[config.mk]
export PLATFORM = sky130hd
export DESIGN_NAME = adder8_accum
export DESIGN_NICKNAME = d
export VERILOG_FILES = /design/src/rtl/adder8_pkg.sv /design/src/rtl/adder8_accum.sv
export SDC_FILE = /design/constraint.sdc
export NUM_CORES = 1
export LEC_CHECK = 0
export ABC_CLOCK_PERIOD_IN_PS = 3800
export BUFFER_PORTS_ARGS = -buffer_cell sky130_fd_sc_hd__buf_2
export CAP_MARGIN = 10
export CORE_MARGIN = 4
export CORE_UTILIZATION = 50
export CTS_CLUSTER_SIZE = 12
export DETAILED_ROUTE_END_ITERATION = 10
export PLACE_DENSITY = 0.76
export SLEW_MARGIN = 30
export SYNTH_ARGS = -nofsm -noshare
export SYNTH_HDL_FRONTEND = slang
export SYNTH_SLANG_ARGS = --single-unit
[constraint.sdc]
create_clock -name clk -period 3.8 [get_ports clk]
set_input_delay 0.19 -clock clk [delete_from_list [all_inputs] [get_ports clk]]
set_output_delay 0.19 -clock clk [all_outputs]
set_load 0.02 [all_outputs]
[src/rtl/adder8_pkg.sv]
// -----------------------------------------------------------------------------
// adder8_pkg
// Shared definitions for the 8-bit adder result accumulator.
//   ADDER_W     : width of the adder SUM bus feeding the accumulator
//   acc_state_t : batch FSM state (IDLE -> ACCUM -> DONE -> IDLE)
// -----------------------------------------------------------------------------
package adder8_pkg;

  localparam int ADDER_W = 8;

  typedef enum logic [1:0] {
    IDLE  = 2'd0,
    ACCUM = 2'd1,
    DONE  = 2'd2
  } acc_state_t;

endpackage : adder8_pkg

[src/rtl/adder8_accum.sv]
// -----------------------------------------------------------------------------
// adder8_accum
// Collects {carry, sum} results from the 8-bit parallel adder over a
// valid/ready handshake and sums N_SAMPLES of them into a wide accumulator.
// The finished batch total is held with out_valid until the consumer takes it.
//
// Build option:
//   ADDER8_ACCUM_SAT_EN : when defined, the accumulator saturates to all-ones
//                         on overflow and stays there for the rest of the
//                         batch; when undefined, it wraps modulo 2^ACC_W.
//
// Ports:
//   clk        in   system clock, rising edge
//   rst_n      in   asynchronous active-low reset
//   ena        in   block enable; low freezes all state
//   in_valid   in   adder result present
//   in_sum     in   adder SUM [7:0]
//   in_carry   in   adder carry-out
//   in_ready   out  a result can be accepted this cycle
//   clear      in   synchronous abort (highest priority when ena is high)
//   out_valid  out  batch total available
//   out_ready  in   consumer takes the total
//   acc        out  running or final total [ACC_W-1:0]
//   count      out  results accepted in the current batch [CNT_W-1:0]
//   overflow   out  sticky: a carry left bit ACC_W-1 during this batch
// -----------------------------------------------------------------------------
module adder8_accum
  import adder8_pkg::*;
#(
  parameter int ACC_W     = 16,
  parameter int N_SAMPLES = 4,
  localparam int CNT_W    = $clog2(N_SAMPLES + 1)
) (
  input  logic               clk,
  input  logic               rst_n,
  input  logic               ena,
  input  logic               in_valid,
  input  logic [ADDER_W-1:0] in_sum,
  input  logic               in_carry,
  output logic               in_ready,
  input  logic               clear,
  output logic               out_valid,
  input  logic               out_ready,
  output logic [ACC_W-1:0]   acc,
  output logic [CNT_W-1:0]   count,
  output logic               overflow
);

  acc_state_t       r_state;
  acc_state_t       w_state_next;
  logic [ACC_W-1:0] r_acc;
  logic [CNT_W-1:0] r_count;
  logic             r_overflow;

  logic             w_accept;
  logic             w_handoff;
  logic             w_last;
  logic [ACC_W-1:0] w_word;
  logic [ACC_W-1:0] w_base;
  logic [ACC_W:0]   w_sum;
  logic             w_carry;
  logic [ACC_W-1:0] w_acc_next;
  logic [CNT_W-1:0] w_count_inc;

  // ---------------------------------------------------------------------------
  // Handshake decode
  // ---------------------------------------------------------------------------
  assign w_accept  = in_valid & in_ready;
  assign w_handoff = ena & out_ready & (r_state == DONE);

  // ---------------------------------------------------------------------------
  // Datapath: one extra bit on the adder exposes the carry out of bit ACC_W-1
  // ---------------------------------------------------------------------------
  assign w_word      = ACC_W'({in_carry, in_sum});
  // A fresh batch starts from zero regardless of what r_acc holds.
  assign w_base      = (r_state == IDLE) ? '0 : r_acc;
  assign w_sum       = {1'b0, w_base} + {1'b0, w_word};
  assign w_carry     = w_sum[ACC_W];
  assign w_count_inc = r_count + CNT_W'(1);
  assign w_last      = (w_count_inc == CNT_W'(N_SAMPLES));

`ifdef ADDER8_ACCUM_SAT_EN
  // Once saturated the total is pinned at full scale until the batch ends.
  assign w_acc_next = (w_carry | r_overflow) ? {ACC_W{1'b1}} : w_sum[ACC_W-1:0];
`else
  assign w_acc_next = w_sum[ACC_W-1:0];
`endif

  // ---------------------------------------------------------------------------
  // FSM: state register
  // ---------------------------------------------------------------------------
  always_ff @(posedge clk or negedge rst_n) begin
    if (!rst_n) begin
      r_state <= IDLE;
    end else begin
      r_state <= w_state_next;
    end
  end

  // ---------------------------------------------------------------------------
  // FSM: next-state logic
  // ---------------------------------------------------------------------------
  always_comb begin
    w_state_next = r_state;
    if (ena) begin
      if (clear) begin
        w_state_next = IDLE;
      end else begin
        unique case (r_state)
          IDLE: begin
            if (w_accept) w_state_next = (N_SAMPLES == 1) ? DONE : ACCUM;
          end
          ACCUM: begin
            if (w_accept && w_last) w_state_next = DONE;
          end
          DONE: begin
            if (out_ready) w_state_next = IDLE;
          end
          default: w_state_next = IDLE;
        endcase
      end
    end
  end

  // ---------------------------------------------------------------------------
  // FSM: outputs
  // ---------------------------------------------------------------------------
  always_comb begin
    in_ready  = ena & (r_state != DONE);
    out_valid = (r_state == DONE);
  end

  // ---------------------------------------------------------------------------
  // Accumulator, counter and sticky overflow
  // ---------------------------------------------------------------------------
  always_ff @(posedge clk or negedge rst_n) begin
    if (!rst_n) begin
      r_acc      <= '0;
      r_count    <= '0;
      r_overflow <= 1'b0;
    end else if (ena) begin
      if (clear || w_handoff) begin
        // clear outranks both a pending accept and a pending handoff.
        r_acc      <= '0;
        r_count    <= '0;
        r_overflow <= 1'b0;
      end else if (w_accept) begin
        r_acc      <= w_acc_next;
        r_count    <= w_count_inc;
        r_overflow <= r_overflow | w_carry;
      end
    end
  end

  assign acc      = r_acc;
  assign count    = r_count;
  assign overflow = r_overflow;

endmodule : adder8_accum

---- Word level (Yosys, flattened, before mapping) ----
Index checks and enable logic that the tools add are counted.
word-level totals
  bits in latches ......................... 0
  bits of input ports ..................... 15
  memories ................................ 0
  memory bits (read-only) ................. 0
  output and inout bits ................... 22
  memory bits (writable) .................. 0
  flip-flop bits (word level) ............. 22
operators by class
  div/mod/pow operators ................... 0
  multiply operators ...................... 0
  reductions and logical operators ........ 6
  shift operators ......................... 0
  bitwise gates (word level) .............. 5
  equal/unequal tests ..................... 7
  add/sub/neg operators ................... 2
  order comparisons ....................... 0
  mux-type cells .......................... 12
operators by type and width
  cell                 number
  $mux 16              3
  $add 16x9->17        1
  $mux 2               4
  $mux 3               2
  $ne 3x3->1 const B   2
  $pmux 2 s3           1
  $and 1x1->1          4
  $reduce_and 4->1     1
  $add 3x1->3 const B  1
  $eq 3x3->1 const B   1
  $ne 3x2->1 const B   1
  $eq 2x1->1 const B   1
  $eq 2x2->1 const B   1
  $logic_not 2->1      1
  $mux 1               2
  $ne 2x2->1 const B   1
  $reduce_and 2->1     1
  $reduce_bool 2->1    1
  $logic_and 1x1->1    1
  $logic_or 1x1->1     1
  $or 1x1->1           1

---- Logic depth before layout (Yosys ltp) ----
Gate-level depths: netlist of the first run.
  word-level depth ........................ 7
  gate-level depth with buffers ........... 12
  gate-level depth less buffers ........... 11

---- Worst setup path after synthesis of the first run ----
OpenSTA, ideal clock, no wires.
  path kind ............................... register to register
  start point ............................. register r_state[1]
  end point ............................... register r_acc[14], in the netlist acc[14]
  buffers on the path ..................... 1
  data arrival time ....................... 2.555 ns
  slack ................................... 1.176 ns
  stages on the path, launching flop included .. 13
  period minus slack after synthesis ...... 2.624 ns
  cells stage by stage .................... dfrtp_1 or2_2 clkbuf_1 and2_1 ha_1 inv_1 fa_1 nor2b_1 o2111ai_1 nand2_1 a31oi_1 or4_1 nand3_1
between the ends
  cells in the longest elaborated chain, start to end .. 5
  elaborated cells on any way between the ends .. 13
  those cells by class .................... add/sub (1); eq/ne (2); mux (3); bitwise (3); reduce/logical (4)
ends and longest elaborated chain
  what                                                 line                 source
  start, declared                                      adder8_accum.sv:49   acc_state_t r_state;
  start signal, assigned                               adder8_accum.sv:96   r_state <= w_state_next;
  $logic_not 2->1, or another cell as far along        adder8_accum.sv:76   assign w_base = (r_state == IDLE) ? '0 : r_acc;
  $mux 16, or another cell as far along                adder8_accum.sv:76
  $add 16x9->17, or another cell as far along          adder8_accum.sv:77   assign w_sum = {1'b0, w_base} + {1'b0, w_word};
  $mux 16 / $reduce_bool 2->1 (equally long branches)  --
  $mux 16 / $reduce_and 2->1 (equally long branches)   --
  end signal, assigned                                 adder8_accum.sv:148  r_acc <= w_acc_next;
  end, declared                                        adder8_accum.sv:51   logic [ACC_W-1:0] r_acc;
Parallel ways exist; a longest one is shown, timed or not. The select of a mux whose other input is x is not followed.
A chain may end at the register's enable or synchronous reset.

---- Worst setup path after layout of the first run ----
  start point ............................. register r_state[1]
  end point ............................... register r_acc[13], in the netlist acc[13]
Same word-level chain as after synthesis.

==> metrics, run 1 <==
Leak 0.885 nW; warnings from Yosys 0; final setup violation count 0; VDD IR max 0.253 mV; PortBufs 36; max_cap viols 0; PD cells 340 nW/um2; initial core utilization 52.7%; final total negative setup slack 0 ps; synth top area cells dfrtp_1 (38%), ha_1 (9.4%), nand2_1 (6.7%); Slew Viols, Final 0; CP Max Fanout 11; Syn Area/Cell 8.68 um2; post-synthesis sequential area ratio 37.5%; synthesized cell area 1470 um2; HPWL Detailed 2.55 mm; HP Start ena; num rows 19; Layout Skew 1.07 ps; DRT iter0 DRCs 81; Top-Level Pins 37; Root Buffer clkbuf_4; Core Util, Final 62.5%; worst reg2reg path startpoint r_state[1]$_DFFE_PN0P_; drt drc 0; actual slew at the worst max-slew pin 546 ps; Unique masters post-synth 42; number of synthesized flops with an enable pin 0; # diodes 0; syn nets 196; r2r worst-path depth 8; # H-tree levels 1; largest net degree at the start of global routing 23; Fmax achieved 356 MHz; Clock Tree Buf Depth 2; Clock Latency Late Sink 310 ps; vias in the first global route 1404; relative slew slack 63.3%; die height 62.2 um; cell taking the most area after synthesis dfrtp_1; most frequent cells in the layout buf_2 (36), nand2_1 (26), dfrtp_1 (22), o21ai_0 (15), ha_1 (11); via count 1366; CP Class flip-flop to flip-flop; Hold Path Depth 2; initial antenna violation count 0; via/cell ratio 5.74; Overall Global Routing Usage 18.7%; post-route ant nets 0; drt pass-1 iters 4; final hold violations 0; Die ar. 3860 um2; Post-Syn Instances 169; Worst Path Arrival 3020 ps; clock sink total 22; reg-to-reg setup timing slack 990 ps; HP Class input port to flip-flop; type of origin of the critical path flip-flop; wire length per cell 14.2 um; nets 235; CP Capture Type flip-flop; cts bufs inserted 3; Routed WL 3.37 mm; Die X 62.2 um; WHS Endpoint overflow$_DFFE_PN0P_; GPL Wtd Cong 0.826; asr flop ratio synth 100%; Post-synth top flop dfrtp_1; post-CTS setup buffer count 0; Clock transition at path regs 130 ps; minimum clock period 2810 ps; crit share post-route 73.9%; CTS tree yes; RSZ-0062 raised after global routing no; fill count 234; first-pass GRT wire length 6.15 mm; worst flop-to-flop path endpoint acc[13]$_DFFE_PN0P_; #FFs+latches synth 22; total grt overflow 0; commonest non-fill, non-tap cell in the layout buf_2; Core Region 2780 um2; run status finished clean; fraction of layout cells with a size suffix above 1 22.2%; top cell type's share of synthesized area 37.5%; Req. time, crit path 4010 ps; area grow syn2layout 18.5%
==> kinds of logic after synthesis <==
logic type	share of synthesized area, %
xor gates and xnor gates	4.18
AOI/OAI and AO/OA	21.3
and+or+nand+nor	22.7
buffers and inverters	3.50
adders and majority gates	10.8
DFF	37.5
==> power by group <==
| part | internal, mW | switching, mW |
|---|---|---|
| logic | 0.0566 | 0.0896 |
| clock network | 0.107 | 0.0758 |
| registers | 0.250 | 0.0126 |
==> cell type report <==
type	count	area (um2)	area share, %
tap	31	38.8	2.23
sequential	22	551	31.7
clock inverter	1	30.0	1.73
multi-input combinational	134	865	49.7
clock buffer	3	22.5	1.30
inverter	9	33.8	1.94
timing repair buffer	38	198	11.4
==> cells in the mapped netlist, types with 4 or more instances <==
cell     instances
nand3_1          5
inv_1            8
nand2_1         26
and2_1           9
dfrtp_1         22
xor2_1           4
o21ai_0         16
a21oi_1         10
nor2_1           8
ha_1            11
==> how the worst max path moves through the flow <==
stage,startpoint,end,slack [ps],cells after the start
after floorplan,r_state[1]$_DFFE_PN0P_,acc[14]$_DFFE_PN0P_,1180,12
after global placement,r_state[1]$_DFFE_PN0P_,acc[14]$_DFFE_PN0P_,1150,11
after detailed placement,r_state[1]$_DFFE_PN0P_,acc[13]$_DFFE_PN0P_,1040,8
after CTS,r_state[1]$_DFFE_PN0P_,acc[13]$_DFFE_PN0P_,1020,8
after global routing,r_state[1]$_DFFE_PN0P_,acc[13]$_DFFE_PN0P_,800,10
final,r_state[1]$_DFFE_PN0P_,acc[13]$_DFFE_PN0P_,990,8
==> through the flow <==
stage	cell area (um2)	cells	power [mW]	hold slack [ps]	setup WS, ps
2_1_floorplan	1470	169	0.364	-106	1180
3_3_place_gp	1680	233	0.409	187	1150
3_5_place_dp	1680	233	0.414	186	1040
4_1_cts	1740	238	0.596	85.7	1020
5_1_grt	1740	238	0.629	86.8	801
6_report	1740	238	0.591	89.2	992
==> critical path, cell delays in order (launching register included) <==
cell,delay (ps)
dfrtp_1,450
or2_2,410
and2_1,200
ha_1,340
a21o_1,190
a311oi_1,490
o21a_1,360
a2bb2oi_1,210
nand2_1,70
==> state kept, by name, indices dropped and copies added (netlist names) <==
name,flops
acc,16
count,3
r_state,2
overflow,1
==> repair_timing <==
action | CTS | global route
endpoints found under the hold margin | 22 | 0
resized for setup | 0 | 0
hold buffers | 1 | 0
==> routing by layer <==
metal  up-vias  share of wire, %  GRT usage (%)
li1        681                 -              -
met5         -                 0              0
met3         2               4.8           2.88
met4         0              0.47           4.88
met1       649                46           24.1
met2        34                48           32.3
Note: power is estimated with default switching activity, not from simulation.
==> inputs of run 2 (changes only) <==
--- a/config.mk
+++ b/config.mk
@@ -5,14 +5,14 @@
 export SDC_FILE = /design/constraint.sdc
 export NUM_CORES = 1
 export LEC_CHECK = 0
-export ABC_CLOCK_PERIOD_IN_PS = 3800
+export ABC_CLOCK_PERIOD_IN_PS = 2300
 export BUFFER_PORTS_ARGS = -buffer_cell sky130_fd_sc_hd__buf_2
 export CAP_MARGIN = 10
 export CORE_MARGIN = 4
-export CORE_UTILIZATION = 50
+export CORE_UTILIZATION = 47
 export CTS_CLUSTER_SIZE = 12
 export DETAILED_ROUTE_END_ITERATION = 10
-export PLACE_DENSITY = 0.76
+export PLACE_DENSITY = 0.75
 export SLEW_MARGIN = 30
 export SYNTH_ARGS = -nofsm -noshare
 export SYNTH_HDL_FRONTEND = slang
==> constraint.sdc (replaced) <==
create_clock -name clk -period 2.3 [get_ports clk]
set_input_delay 0.115 -clock clk [delete_from_list [all_inputs] [get_ports clk]]
set_output_delay 0.115 -clock clk [all_outputs]
set_load 0.02 [all_outputs]
==> run 2 against run 1 <==
The flow now finishes with violations (negative setup slack). Critical path depth rose by 3. Sequential share of layout area is 6.4 points lower. First-iteration DRC count is 6.2% lower. Die area increased by 5.5%. Clock skew rose by 8.6 ps. Total power increased by 87%. Fmax up 18%.
==> metrics, run 2 (same netlist as run 1, synthesis figures left out) <==
Clock transition at path regs 140 ps; run status complete, but fails checks; Clock Power Share 27.9%; minimum clock period 2370 ps; Largest register FFs 16; actual slew at the worst max-slew pin 521 ps; Leak 1.02 nW; Overall Global Routing Usage 21.0%; hold_ws 12.7 ps; switching share of power 31.5%; via/cell ratio 5.66; Finished Layout Cells 275; final total negative setup slack -158 ps; Gate power share 32.9%; final setup violation count 5; Slew Viols, Final 0; sequential share of power 39.2%; commonest non-fill, non-tap cell in the layout buf_2; Routed WL 4.36 mm; largest net degree at the start of global routing 23; area occupied by multi-input gates 1110 um2; Clock Tree Buf Depth 2; CP Max Fanout 5; Place WS -58.2 ps; fraction of layout cells with a size suffix above 1 45.0%; total grt overflow 0; initial antenna violation count 0; die height 63.9 um; RSZ-0062 raised after global routing yes; Fmax achieved 421 MHz; nets 259; # H-tree levels 1; relative slew slack 65.3%; CP Capture Type flip-flop; Final Power 1.11 mW; PortBufs 36; drt drc 0; DRT iter0 DRCs 76; total internal power 0.760 mW; post-layout instance area 2180 um2; violated checks negative setup slack; Req. time, crit path 2560 ps; final hold violations 0; Die X 63.9 um; CP Class flip-flop to flip-flop; Layout Skew 9.66 ps; first-pass GRT wire length 6.93 mm; switching power 0.349 mW; HP Class input port to flip-flop; Core Util, Final 72.0%; placed cell count 260; type of origin of the critical path flip-flop; PD cells 509 nW/um2; Clock Latency Late Sink 320 ps; HPWL Detailed 2.85 mm; drt pass-1 iters 4; dpl cell area 1930 um2; initial core utilization 48.4%; VDD IR max 0.264 mV; GPL Wtd Cong 0.925; crit share post-route 103%; Root Buffer clkbuf_4; post-route ant nets 0; Top-Level Pins 37; Storage cell area 551 um2; Die ar. 4080 um2; # diodes 0; Setup WS post-layout -73.9 ps; via count 1557; clock sink total 22; Worst Path Arrival 2640 ps; CTS tree yes; vias in the first global route 1546; cts bufs inserted 3; max_cap viols 0; wire length per cell 15.8 um; Core Region 3030 um2; area grow syn2layout 48.6%; most frequent cells in the layout buf_2 (36), nand2_1 (24), dfrtp_1 (22), buf_4 (21), o21ai_0 (11); num rows 20; fill count 231
-- run 2: cell types whose count changed in the layout (fill, tap and decap cells not counted), sizes merged --
cell / change
or2: +1
buf: +23
-- run 2: worst max-delay path, cell delays in order, from the launching register on --
cell	delay [ps]
dfrtp_1	410
or2_4	180
and2_4	150
ha_4	130
inv_2	40
fa_2	380
nor2b_4	130
o2111ai_2	110
nand2_2	150
a31oi_4	120
or4_4	420
nand3_1	90
-- run 2: cell type report --
cell class,count,share of cell area [%]
inverter,9,1.55
sequential,22,25.3
multi-input combinational,135,50.7
clock buffer,3,1.03
clock inverter,1,1.38
timing repair buffer,61,17.5
tap,44,2.53
-- run 2: what timing repair did --
item / CTS / global route
hold buffers: 1 / 0
endpoints found under the hold margin: 22 / 0
buffers inserted: 5 / 4
gates resized for setup: 12 / 17
endpoints found under the setup margin: 7 / 11
pin swaps: 11 / 16
cloned: 1 / 0
-- run 2: path summary, 6_finish.rpt --
kind / from / endpoint / slack [ps] / cells after the start
max: r_state[1]$_DFFE_PN0P_ / acc[14]$_DFFE_PN0P_ / -70 / 11
min: ena / overflow$_DFFE_PN0P_ / 10 / 2
max reg2reg: r_state[1]$_DFFE_PN0P_ / acc[14]$_DFFE_PN0P_ / -70 / 11
min reg2reg: acc[2]$_DFFE_PN0P_ / acc[2]$_DFFE_PN0P_ / 530 / 2
max in group asynchronous: rst_n / acc[0]$_DFFE_PN0P_ / 1670 / 2
min in group asynchronous: rst_n / acc[6]$_DFFE_PN0P_ / 280 / 2
-- run 2: power by group through the flow --
| stage | clock, mW | sequential [mW] | combinational [mW] |
|---|---|---|---|
| 4_1_cts | 0.314 | 0.434 | 0.330 |
| 2_1_floorplan | 0 | 0.472 | 0.163 |
| 5_1_grt | 0.330 | 0.440 | 0.392 |
| 3_3_place_gp | 0 | 0.439 | 0.294 |
| 6_report | 0.309 | 0.435 | 0.365 |
| 3_5_place_dp | 0 | 0.441 | 0.303 |
-- run 2: routing by layer --
layer | share of wire (%) | vias to the layer above | global-route usage [%]
li1 | - | 725 | -
met1 | 41 | 749 | 24.6
met2 | 51 | 66 | 38.2
met3 | 4.8 | 17 | 3.34
met4 | 3.1 | 0 | 7.55
met5 | 0 | - | 0
==> inputs of run 3 (changes only) <==
--- a/config.mk
+++ b/config.mk
@@ -12,6 +12,7 @@
 export CORE_UTILIZATION = 47
 export CTS_CLUSTER_SIZE = 12
 export DETAILED_ROUTE_END_ITERATION = 10
+export MAX_ROUTING_LAYER = met4
 export PLACE_DENSITY = 0.75
 export SLEW_MARGIN = 30
 export SYNTH_ARGS = -nofsm -noshare
==> run 3 against run 2 <==
The run still ends with negative setup slack left. Hold slack improved by 0.56 ps. First-iteration DRC count down 24%. Non-clock buffer count unchanged. Utilization stayed put. Clock power hardly changed. Die area stayed put. Combinational power about the same. Final cell count unchanged.
==> metrics, run 3 (same netlist as run 1, synthesis figures left out) <==
Fmax achieved 422 MHz; final hold violations 0; wire length per cell 15.7 um; crit share post-route 103%; largest net degree at the start of global routing 23; total grt overflow 0; GPL Wtd Cong 0.941; Leak 1.02 nW; via count 1555; run status complete, but fails checks; HP Start ena; critical path, cell by cell or2_4 -> and2_4 -> ha_4 -> a21o_1 -> a21oi_1 -> nand2_2 -> a21bo_2 -> nor4b_4 -> a211o_1; CP Capture Type flip-flop; post-route ant nets 0; drt drc 0; HP Class input port to flip-flop; fraction of layout cells with a size suffix above 1 45.0%; Top-Level Pins 37; final total negative setup slack -189 ps; max_cap viols 0; violated checks negative setup slack; dpl cell area 1930 um2; post-layout instance area 2180 um2; Setup crit start r_state[1]$_DFFE_PN0P_; Req. time, crit path 2530 ps; cts bufs inserted 3; Die ar. 4080 um2; CP max stage delay 430 ps; worst reg2reg path startpoint r_state[1]$_DFFE_PN0P_; first-pass GRT wire length 6.93 mm; via/cell ratio 5.65; Clock transition at path regs 140 ps; relative slew slack 65.3%; Clock Tree Buf Depth 2; CTS tree yes; # diodes 0; initial core utilization 48.4%; PD cells 508 nW/um2; drt pass-1 iters 4; CP Class flip-flop to flip-flop; commonest non-fill, non-tap cell in the layout buf_2; VDD IR max 0.263 mV; slowest cell on the critical path dfrtp_1; Largest register FFs 16; Core Region 3030 um2; final setup violation count 5; CP Max Fanout 5; most frequent cells in the layout buf_2 (36), nand2_1 (24), dfrtp_1 (22), buf_4 (21), o21ai_0 (11); RSZ-0062 raised after global routing yes; DRT iter0 DRCs 58; Worst Path Arrival 2600 ps; clock sink total 22; Overall Global Routing Usage 21.6%; Die X 63.9 um; Routed WL 4.33 mm; Slew Viols, Final 0; # H-tree levels 1; area grow syn2layout 48.6%; Core Util, Final 72.0%; type of origin of the critical path flip-flop; Layout Skew 9.25 ps; actual slew at the worst max-slew pin 520 ps; HPWL Detailed 2.85 mm; num rows 20; initial antenna violation count 0; Final Power 1.11 mW; minimum clock period 2370 ps; vias in the first global route 1546; PortBufs 36; Setup WS post-layout -67.7 ps; Root Buffer clkbuf_4; die height 63.9 um; Clock Latency Late Sink 320 ps; nets 259
## run 3: cell counts in the layout (fill, tap and decap cells not counted)
No cell type changed its count.
## run 3: worst paths after layout
| check | endpoint | slack (ps) | cells after the start |
|---|---|---|---|
| max reg2reg | acc[10]$_DFFE_PN0P_ | -70 | 9 |
| min in group asynchronous | acc[6]$_DFFE_PN0P_ | 280 | 2 |
| max | acc[10]$_DFFE_PN0P_ | -70 | 9 |
| min reg2reg | acc[2]$_DFFE_PN0P_ | 530 | 2 |
| max in group asynchronous | acc[0]$_DFFE_PN0P_ | 1670 | 2 |
| min | overflow$_DFFE_PN0P_ | 10 | 2 |
## run 3: report_power, final
part           total (mW)  internal, mW  switching (mW)
Clock               0.308         0.176           0.132
Combinational       0.364         0.170           0.194
Sequential          0.435         0.414          0.0208
## run 3: cell type report
cell class	instances	area (um2)
Multi-Input combinational cell	135	1110
Fill cell	231	848
Sequential cell	22	551
Timing Repair Buffer	61	382
Tap cell	44	55.1
Inverter	9	33.8
Clock inverter	1	30.0
Clock buffer	3	22.5
## run 3: per-stage QoR
step / setup slack (ps) / hold WS [ps] / std cells
finish: -67.7 / 13.2 / 275
CTS: -34.9 / 4.17 / 271
global route: -147 / 8.72 / 275
global placement: -25.5 / 106 / 260
detailed placement: -58.2 / 121 / 260
floorplan: -88.7 / -181 / 169
## run 3: metal layers
metal | up-vias | share of wire, % | track usage [%]
met4 | 0 | 3.3 | 7.55
met3 | 17 | 6.0 | 3.34
li1 | 727 | - | -
met5 | - | 0 | -
met1 | 742 | 40 | 24.6
met2 | 69 | 50 | 38.2
## run 3: timing repair
item	in CTS	in global routing
buffers inserted	5	4
pin swaps	11	16
endpoints found under the setup margin	7	11
hold buffers	1	0
endpoints found under the hold margin	22	0
gates cloned	1	0
gates resized for setup	12	17
## run 3: critical path: cells and delay by family, from the launching register on
family / cells / cell delay, ps
adder cells (fa/ha/maj): 1 / 230
flip-flops: 1 / 430
AO/OA/AOI/OAI: 4 / 870
AND/OR/NAND/NOR: 4 / 720
